--- config.mk ---
export PLATFORM = sky130hd
export DESIGN_NAME = pulse_flasher
export DESIGN_NICKNAME = d
export VERILOG_FILES = /design/src/rtl/flash_pkg.sv /design/src/rtl/flash_fifo.sv /design/src/rtl/pulse_flasher.sv
export SDC_FILE = /design/constraint.sdc
export NUM_CORES = 1
export LEC_CHECK = 0
export CORE_MARGIN = 4
export CORE_UTILIZATION = 55
export DETAILED_ROUTE_END_ITERATION = 8
export PLACE_DENSITY = 0.82
export SLEW_MARGIN = 20
export SYNTH_ARGS = -nofsm -noshare
export SYNTH_HDL_FRONTEND = slang
export SYNTH_SLANG_ARGS = --single-unit
--- constraint.sdc ---
create_clock -name clk -period 2.4 [get_ports clk]
set_clock_uncertainty 0.2 [all_clocks]
set_input_delay 0.36 -clock clk [delete_from_list [all_inputs] [get_ports clk]]
set_output_delay 0.36 -clock clk [all_outputs]
set_load 0.02 [all_outputs]
--- src/rtl/flash_pkg.sv ---
// rtl/flash_pkg.sv - shared FSM state type, blink-count width and helpers for the pulse flasher
package flash_pkg;

  localparam int BLINK_W = 4;

  typedef enum logic [2:0] {
    S_IDLE,
    S_LOAD,
    S_ON,
    S_OFF,
    S_GAP
  } state_e;

  function automatic int max3(input int a, input int b, input int c);
    int m;
    m = (a > b) ? a : b;
    return (m > c) ? m : c;
  endfunction

endpackage

--- src/rtl/flash_fifo.sv ---
// rtl/flash_fifo.sv - event queue; a full FIFO still accepts a push when a pop happens in the same cycle
module flash_fifo #(
  parameter int WIDTH = 4,
  parameter int DEPTH = 4
) (
  input  logic             clk,
  input  logic             rst,
  input  logic             push,
  input  logic             pop,
  input  logic [WIDTH-1:0] din,
  output logic [WIDTH-1:0] dout,
  output logic             full,
  output logic             empty
);

  localparam int AW = $clog2(DEPTH);
  localparam logic [AW:0]   FULL_CNT = (AW + 1)'(DEPTH);
  localparam logic [AW:0]   CNT_ONE  = (AW + 1)'(1);
  localparam logic [AW-1:0] PTR_ONE  = AW'(1);

  logic [WIDTH-1:0] mem_q [DEPTH];
  logic [AW-1:0]    wr_ptr_q;
  logic [AW-1:0]    rd_ptr_q;
  logic [AW:0]      count_q;
  logic             do_push;
  logic             do_pop;

  assign full    = (count_q == FULL_CNT);
  assign empty   = (count_q == '0);
  assign do_pop  = pop && !empty;
  assign do_push = push && (!full || do_pop);
  assign dout    = mem_q[rd_ptr_q];

  always_ff @(posedge clk) begin
    if (rst) begin
      wr_ptr_q <= '0;
      rd_ptr_q <= '0;
      count_q  <= '0;
    end else begin
      if (do_push) wr_ptr_q <= wr_ptr_q + PTR_ONE;
      if (do_pop)  rd_ptr_q <= rd_ptr_q + PTR_ONE;
      case ({do_push, do_pop})
        2'b10:   count_q <= count_q + CNT_ONE;
        2'b01:   count_q <= count_q - CNT_ONE;
        default: count_q <= count_q;
      endcase
    end
  end

  // Storage needs no reset: the pointers alone define which entries are valid.
  always_ff @(posedge clk) begin
    if (do_push) mem_q[wr_ptr_q] <= din;
  end

endmodule

--- src/rtl/pulse_flasher.sv ---
// rtl/pulse_flasher.sv - queued blink-count LED flasher; ovf port exists only with PULSE_FLASHER_OVF_EN
module pulse_flasher
  import flash_pkg::*;
#(
  parameter int ON_CYCLES  = 12500000,
  parameter int OFF_CYCLES = 12500000,
  parameter int GAP_CYCLES = 50000000,
  parameter int DEPTH      = 4
) (
  input  logic               clk,
  input  logic               rst,
  input  logic               trig,
  input  logic [BLINK_W-1:0] n_blinks,
  output logic               led,
  output logic               busy
`ifdef PULSE_FLASHER_OVF_EN
  ,
  output logic               ovf
`endif
);

  localparam int MAX_CYCLES = max3(ON_CYCLES, OFF_CYCLES, GAP_CYCLES);
  localparam int CNT_W      = (MAX_CYCLES > 1) ? $clog2(MAX_CYCLES) : 1;

  // Counters load N-1 on state entry and leave the state when they reach zero.
  localparam logic [CNT_W-1:0]   ON_LOAD  = CNT_W'(ON_CYCLES - 1);
  localparam logic [CNT_W-1:0]   OFF_LOAD = CNT_W'(OFF_CYCLES - 1);
  localparam logic [CNT_W-1:0]   GAP_LOAD = CNT_W'(GAP_CYCLES - 1);
  localparam logic [CNT_W-1:0]   CNT_ONE  = CNT_W'(1);
  localparam logic [BLINK_W-1:0] REM_ONE  = BLINK_W'(1);

  state_e             state_q;
  logic [CNT_W-1:0]   cnt_q;
  logic [BLINK_W-1:0] remaining_q;
  logic               led_q;

  logic [BLINK_W-1:0] fifo_dout;
  logic               fifo_full;
  logic               fifo_empty;
  logic               pop;
  logic               push_ok;

  assign pop     = (state_q == S_IDLE) && !fifo_empty;
  assign push_ok = trig && (!fifo_full || pop);

  flash_fifo #(
    .WIDTH (BLINK_W),
    .DEPTH (DEPTH)
  ) u_fifo (
    .clk   (clk),
    .rst   (rst),
    .push  (push_ok),
    .pop   (pop),
    .din   (n_blinks),
    .dout  (fifo_dout),
    .full  (fifo_full),
    .empty (fifo_empty)
  );

  always_ff @(posedge clk) begin
    if (rst) begin
      state_q     <= S_IDLE;
      cnt_q       <= '0;
      remaining_q <= '0;
      led_q       <= 1'b0;
    end else begin
      case (state_q)
        S_IDLE: begin
          if (!fifo_empty) begin
            remaining_q <= fifo_dout;
            state_q     <= S_LOAD;
          end
        end
        S_LOAD: begin
          if (remaining_q != '0) begin
            state_q <= S_ON;
            cnt_q   <= ON_LOAD;
            led_q   <= 1'b1;
          end else begin
            state_q <= S_IDLE;
          end
        end
        S_ON: begin
          if (cnt_q == '0) begin
            led_q       <= 1'b0;
            remaining_q <= remaining_q - REM_ONE;
            if (remaining_q != REM_ONE) begin
              state_q <= S_OFF;
              cnt_q   <= OFF_LOAD;
            end else begin
              state_q <= S_GAP;
              cnt_q   <= GAP_LOAD;
            end
          end else begin
            cnt_q <= cnt_q - CNT_ONE;
          end
        end
        S_OFF: begin
          if (cnt_q == '0) begin
            state_q <= S_ON;
            cnt_q   <= ON_LOAD;
            led_q   <= 1'b1;
          end else begin
            cnt_q <= cnt_q - CNT_ONE;
          end
        end
        S_GAP: begin
          if (cnt_q == '0) begin
            state_q <= S_IDLE;
          end else begin
            cnt_q <= cnt_q - CNT_ONE;
          end
        end
        default: begin
          state_q <= S_IDLE;
          led_q   <= 1'b0;
        end
      endcase
    end
  end

  assign led  = led_q;
  assign busy = (state_q != S_IDLE) || !fifo_empty;

`ifdef PULSE_FLASHER_OVF_EN
  logic ovf_q;

  always_ff @(posedge clk) begin
    if (rst) ovf_q <= 1'b0;
    else     ovf_q <= trig && !push_ok;
  end

  assign ovf = ovf_q;
`endif

endmodule

==> results of run 1 <==
-- critical path: stages (launching register included) --
cell	delay, ns
dfxtp_2	0.32
or4_4	0.57
nor4b_4	0.35
a31oi_4	0.15
or2_1	0.28
buf_6	0.16
o22ai_1	0.16
o2bb2ai_1	0.12
-- stage by stage --
| step | hold WS (ns) | std cells | setup TNS (ns) |
|---|---|---|---|
| 6_report | 0.274 | 464 | 0 |
| 2_1_floorplan | 0.249 | 337 | -0.0187 |
| 3_5_place_dp | 0.265 | 447 | -0.113 |
| 5_1_grt | 0.308 | 464 | -0.118 |
| 4_1_cts | 0.277 | 463 | 0 |
| 3_3_place_gp | 0.262 | 447 | 0 |
-- synthesized netlist by cell type, types with 3 or more instances --
cell type,n
dfxtp_1,43
nor2_1,37
nor3_1,19
nor4_1,12
o22ai_1,5
a21oi_1,29
nand4_1,4
or3_1,3
edfxtp_1,16
a311oi_1,8
xor2_1,8
o21ai_0,19
nand2b_1,4
and2_1,5
nand3_1,5
clkbuf_1,7
mux4_2,4
nand2_1,21
a211oi_1,5
buf_6,6
ha_1,10
a31oi_1,7
or2_2,3
inv_1,14
-- metal layers --
layer,global-route usage (%),part of all wire [%]
met1,31.2,44
met4,8.04,2.0
met5,0,0
met2,36.5,47
met3,5.13,6.9
-- final timing paths --
| kind | end | cells after the start | slack, ns | from |
|---|---|---|---|---|
| max | cnt_q[14] | 7 | 0.04 | cnt_q[10] |
| min | cnt_q[22] | 2 | 0.27 | cnt_q[22] |
| max reg2reg | cnt_q[14] | 7 | 0.04 | cnt_q[10] |
| min reg2reg | cnt_q[22] | 2 | 0.27 | cnt_q[22] |
-- layout make-up --
type | instances | area [sq um]
Clock buffer | 9 | 124
Multi-Input combinational cell | 247 | 1760
Sequential cell | 59 | 1350
Timing Repair Buffer | 56 | 443
Fill cell | 407 | 1670
Tap cell | 72 | 90.1
Clock inverter | 7 | 51.3
Inverter | 14 | 52.6
-- registers in the layout, summed over array words and instances, names as in the netlist, named ones only --
signal	count
u_fifo.count_q	3
cnt_q	26
remaining_q	4
u_fifo.mem_q	16
state_q	3
u_fifo.wr_ptr_q	2
u_fifo.rd_ptr_q	2
led	1
-- logic make-up after synthesis --
family          after synthesis  share of synthesized area, %
simple gates                131                          22.8
compound gates               89                          18.2
flops                        59                          42.7
buf+inv                      31                          5.45
fa+ha+maj                    11                          4.62
xor+xnor                     10                          2.79
mux                           6                          3.50
-- what timing repair did --
| action | in CTS | in global routing |
|---|---|---|
| endpoints found under the setup margin | 2 | 25 |
| hold buffers | 0 | 0 |
| setup buffers | 0 | 1 |
| pin swaps | 1 | 6 |
| resized for setup | 3 | 28 |
==> metrics.txt, run 1 <==
CTS sink cnt=59; routability cong.=0.867; Cell variety after synth=53; Routed WL per cell=17.0 microns; Post-synth EDFFs=16; Final setup viols=0; DRT iter0 DRCs=386; ant diodes=0; Nets=405; DRC viols=0; startpoint types=flop; syn nets=355; RSZ-0062 raised after global routing=yes; worst path required time=2.48 ns; commonest non-fill, non-tap cell in the layout=buf_4; share of the synthesized area in the top cell type=27.4%; TritonCTS buffer count=9; htree depth=3; final wirelength=7890 microns; final setup margin=0.0354 ns; Worst Path Max Fanout=10; DR vias=2845; maximum clock insertion buffer count=2; layout cells sized above 1=27.0%; largest net degree at the start of global routing=22; Top FF cell, synth=dfxtp_1; outcome=completed; crit share post-route=98.5%; vias in the first global route=2742; Placed Area=0.00359 sq mm; YS warnings=0; area delta synth->final=23.2%; CTS tree=done; WS Path Type=reg2reg; fraction of registers with async set/reset=0%; Core Region=0.00554 sq mm; Vias per Instance=6.13; Root Buffer=clkbuf_8; CP endpoint kind=flop; Max Freq=0.423 GHz; DP HPWL=5490 microns; port bufs=8; min-delay worst type=reg2reg; die width=83.6 microns; Detail Route Antenna Nets=0; Initial Util=56.7%; register bit count reported by yosys=59; later-pin clock latency in the skew report=0.35 ns; Cell Area, Synth=0.00314 sq mm; IO Count=9; top post-synthesis cells by area=dfxtp_1 27%, edfxtp_1 15%, a21oi_1 4.6%; clk slew on worst S/H paths=0.07 ns; Yosys top cell by area=dfxtp_1; Finished Cell Area=0.00387 sq mm; Final Hold Vio Count=0; pre-CTS WS=-0.113 ns; crit path time final=2.36 ns; Worst Tran Pin Value=0.523 ns; global-route wire length before repair=13200 microns; fin. max-slew vios=0; relative slew slack=65.0%; Post-Syn Instances=337; row count=27; DRT Pass-1 Iters=5; most frequent cells in the layout=47 x buf_4, 39 x dfxtp_1, 35 x nor2_1; initial antenna violation count=0; total global routing overflow=0; max-cap check violation count=0; Critical Path AT=2.45 ns; Core Util, Final=69.9%; post-synthesis sequential area ratio=42.7%; syn avg cell area=9.33 sq um; die area=0.00699 sq mm; Chip Height=83.6 microns; Total Routing Usage GR=23.1%
Power of run 1 is left out: the tool's default activity adds up to more than one toggle a clock period on the data nets, which glitch-free logic cannot reach.
==> inputs of run 2 (changes only) <==
Settings changed: CORE_MARGIN 4 to 1, CTS_BUF_LIST set to sky130_fd_sc_hd__clkbuf_8.
==> run 2 against run 1 <==
Against the previous run: non-clock buffer count grew 5; global-route usage grew 5.4 points; via count grew 1.9%; clock-buffer cell count is the same; critical path depth shrank 1; largest cell class unchanged; maximum frequency grew 0.30%; first-iteration DRC count grew 1.0%; core utilization grew 1.5 points; critical path type unchanged.
==> metrics.txt, run 2 (synthesized netlist as in run 1, its figures left out) <==
outcome=completed (unchanged); max-cap check violation count=0 (unchanged); most frequent cells in the layout=52 x buf_4, 40 x dfxtp_1, 35 x nor2_1 (was 47 x buf_4, 39 x dfxtp_1, 35 x nor2_1); Root Buffer=clkbuf_8 (unchanged); clk slew on worst S/H paths=0.07 ns (about the same); DP HPWL=5470 microns (was 5490 microns); Detail Route Antenna Nets=0 (unchanged); vias in the first global route=2757 (was 2742); largest net degree at the start of global routing=23 (was 22); Slowest cell on crit path=or4_4 (unchanged); die area=0.00602 sq mm (was 0.00699 sq mm); Max Freq=0.424 GHz (was 0.423 GHz); Total Routing Usage GR=28.6% (was 23.1%); crit-path max cell delay=0.56 ns (was 0.57 ns); Chip Height=77.6 microns (was 83.6 microns); ant diodes=0 (unchanged); commonest non-fill, non-tap cell in the layout=buf_4 (unchanged); Largest regs=cnt_q x26, u_fifo.mem_q x16, remaining_q x4 (unchanged); Nets=410 (was 405); htree depth=3 (unchanged); maximum clock insertion buffer count=2 (unchanged); Final setup viols=0 (unchanged); initial antenna violation count=0 (unchanged); Multi-input gate area=0.00179 sq mm (was 0.00176 sq mm); IO Count=9 (unchanged); fin. max-slew vios=0 (unchanged); DRC viols=0 (unchanged); DRT iter0 DRCs=390 (was 386); cells along the critical path=or4_4, nor4b_4, a31oi_4, or2_4, buf_6, a311oi_2 (was or4_4, nor4b_4, a31oi_4, or2_1, buf_6, o22ai_1, o2bb2ai_1); total negative slack=0 ns (unchanged); TritonCTS buffer count=9 (unchanged); final wirelength=8020 microns (was 7890 microns); relative slew slack=70.0% (was 65.0%); Worst Tran Pin Value=0.448 ns (was 0.523 ns); CP top delay family=simple AND/OR/NAND/NOR gates (unchanged); CTS tree=done (unchanged); worst path required time=2.45 ns (was 2.48 ns); total global routing overflow=0 (unchanged); Routed WL per cell=17.1 microns (was 17.0 microns); DRT Pass-1 Iters=6 (was 5); Vias per Instance=6.18 (was 6.13); Reg area=0.00135 sq mm (about the same); Largest register FFs=26 (unchanged); CTS Hold Bufs=0 (unchanged); DR vias=2899 (was 2845); crit path time final=2.36 ns (about the same); later-pin clock latency in the skew report=0.35 ns (about the same); routability cong.=0.922 (was 0.867); row count=27 (unchanged); WS Path Type=reg2reg (unchanged); die width=77.6 microns (was 83.6 microns); CTS sink cnt=59 (unchanged); CP bufs+invs=1 (unchanged); Core Region=0.00551 sq mm (was 0.00554 sq mm); min-delay worst type=reg2reg (unchanged); port bufs=8 (unchanged); fillers=387 (was 407); Final Hold Vio Count=0 (unchanged); area delta synth->final=25.0% (was 23.2%); Critical Path AT=2.41 ns (was 2.45 ns); Initial Util=57.1% (was 56.7%); Reg with most FFs=cnt_q (unchanged); layout cells sized above 1=29.0% (was 27.0%); startpoint types=flop (unchanged); Worst Path Max Fanout=10 (unchanged); CP endpoint kind=flop (unchanged); crit share post-route=98.2% (was 98.5%); global-route wire length before repair=13200 microns (about the same)
run 2: changes by cell type in the layout (fill, tap and decap cells not counted), sizes merged:
cell / before / now
buf: 48 / 53
inv: 17 / 15
clkinv: 3 / 5
run 2: worst paths after layout:
path	depth (start not counted)	start	slack (ns)	to
min	2	cnt_q[22]	0.31	cnt_q[22]
max	6	cnt_q[10]	0.04	cnt_q[8]
max reg2reg	6	cnt_q[10]	0.04	cnt_q[8]
min reg2reg	2	cnt_q[22]	0.31	cnt_q[22]
run 2: final cells by class:
type | count | share of cell area (%)
Multi-Input combinational cell | 247 | 45.4
Clock inverter | 7 | 1.34
Sequential cell | 59 | 34.2
Timing Repair Buffer | 61 | 12.2
Clock buffer | 9 | 3.15
Inverter | 14 | 1.34
Tap cell | 72 | 2.29
run 2: timing repair:
action                                  in CTS  in global routing
cloned                                       0                  0
pin swaps                                    0                 12
gates resized for setup                      5                 28
endpoints found under the setup margin       9                 24
setup buffers                                0                  7
run 2: worst min-delay path, cell delays in order, from the launching register on:
cell and delay (ns):
dfxtp_1 0.33, o21ai_1 0.07, a21oi_1 0.07
run 2: metrics by stage:
stage / instance area [sq um] / util, % / hold slack [ns] / worst slack (ns) / cells
after global routing: 3930 / 71.4 / 0.341 / -0.0177 / 469
after floorplan: 3190 / - / 0.249 / -0.0101 / 337
after global placement: 3590 / 65.2 / 0.266 / -0.0350 / 447
after CTS: 3780 / 68.7 / 0.313 / 0.0128 / 463
final: 3930 / 71.4 / 0.313 / 0.0424 / 469
after detailed placement: 3590 / 65.2 / 0.279 / -0.0813 / 447
run 2: routing by layer:
metal	share of wire, %	GRT usage [%]	wire length [microns]
met1	43	36.0	3430
met3	6.1	6.47	486
met5	0	0	0
met2	48	44.8	3840
met4	3.3	16.4	266
Power of run 2 is left out for the same reason.
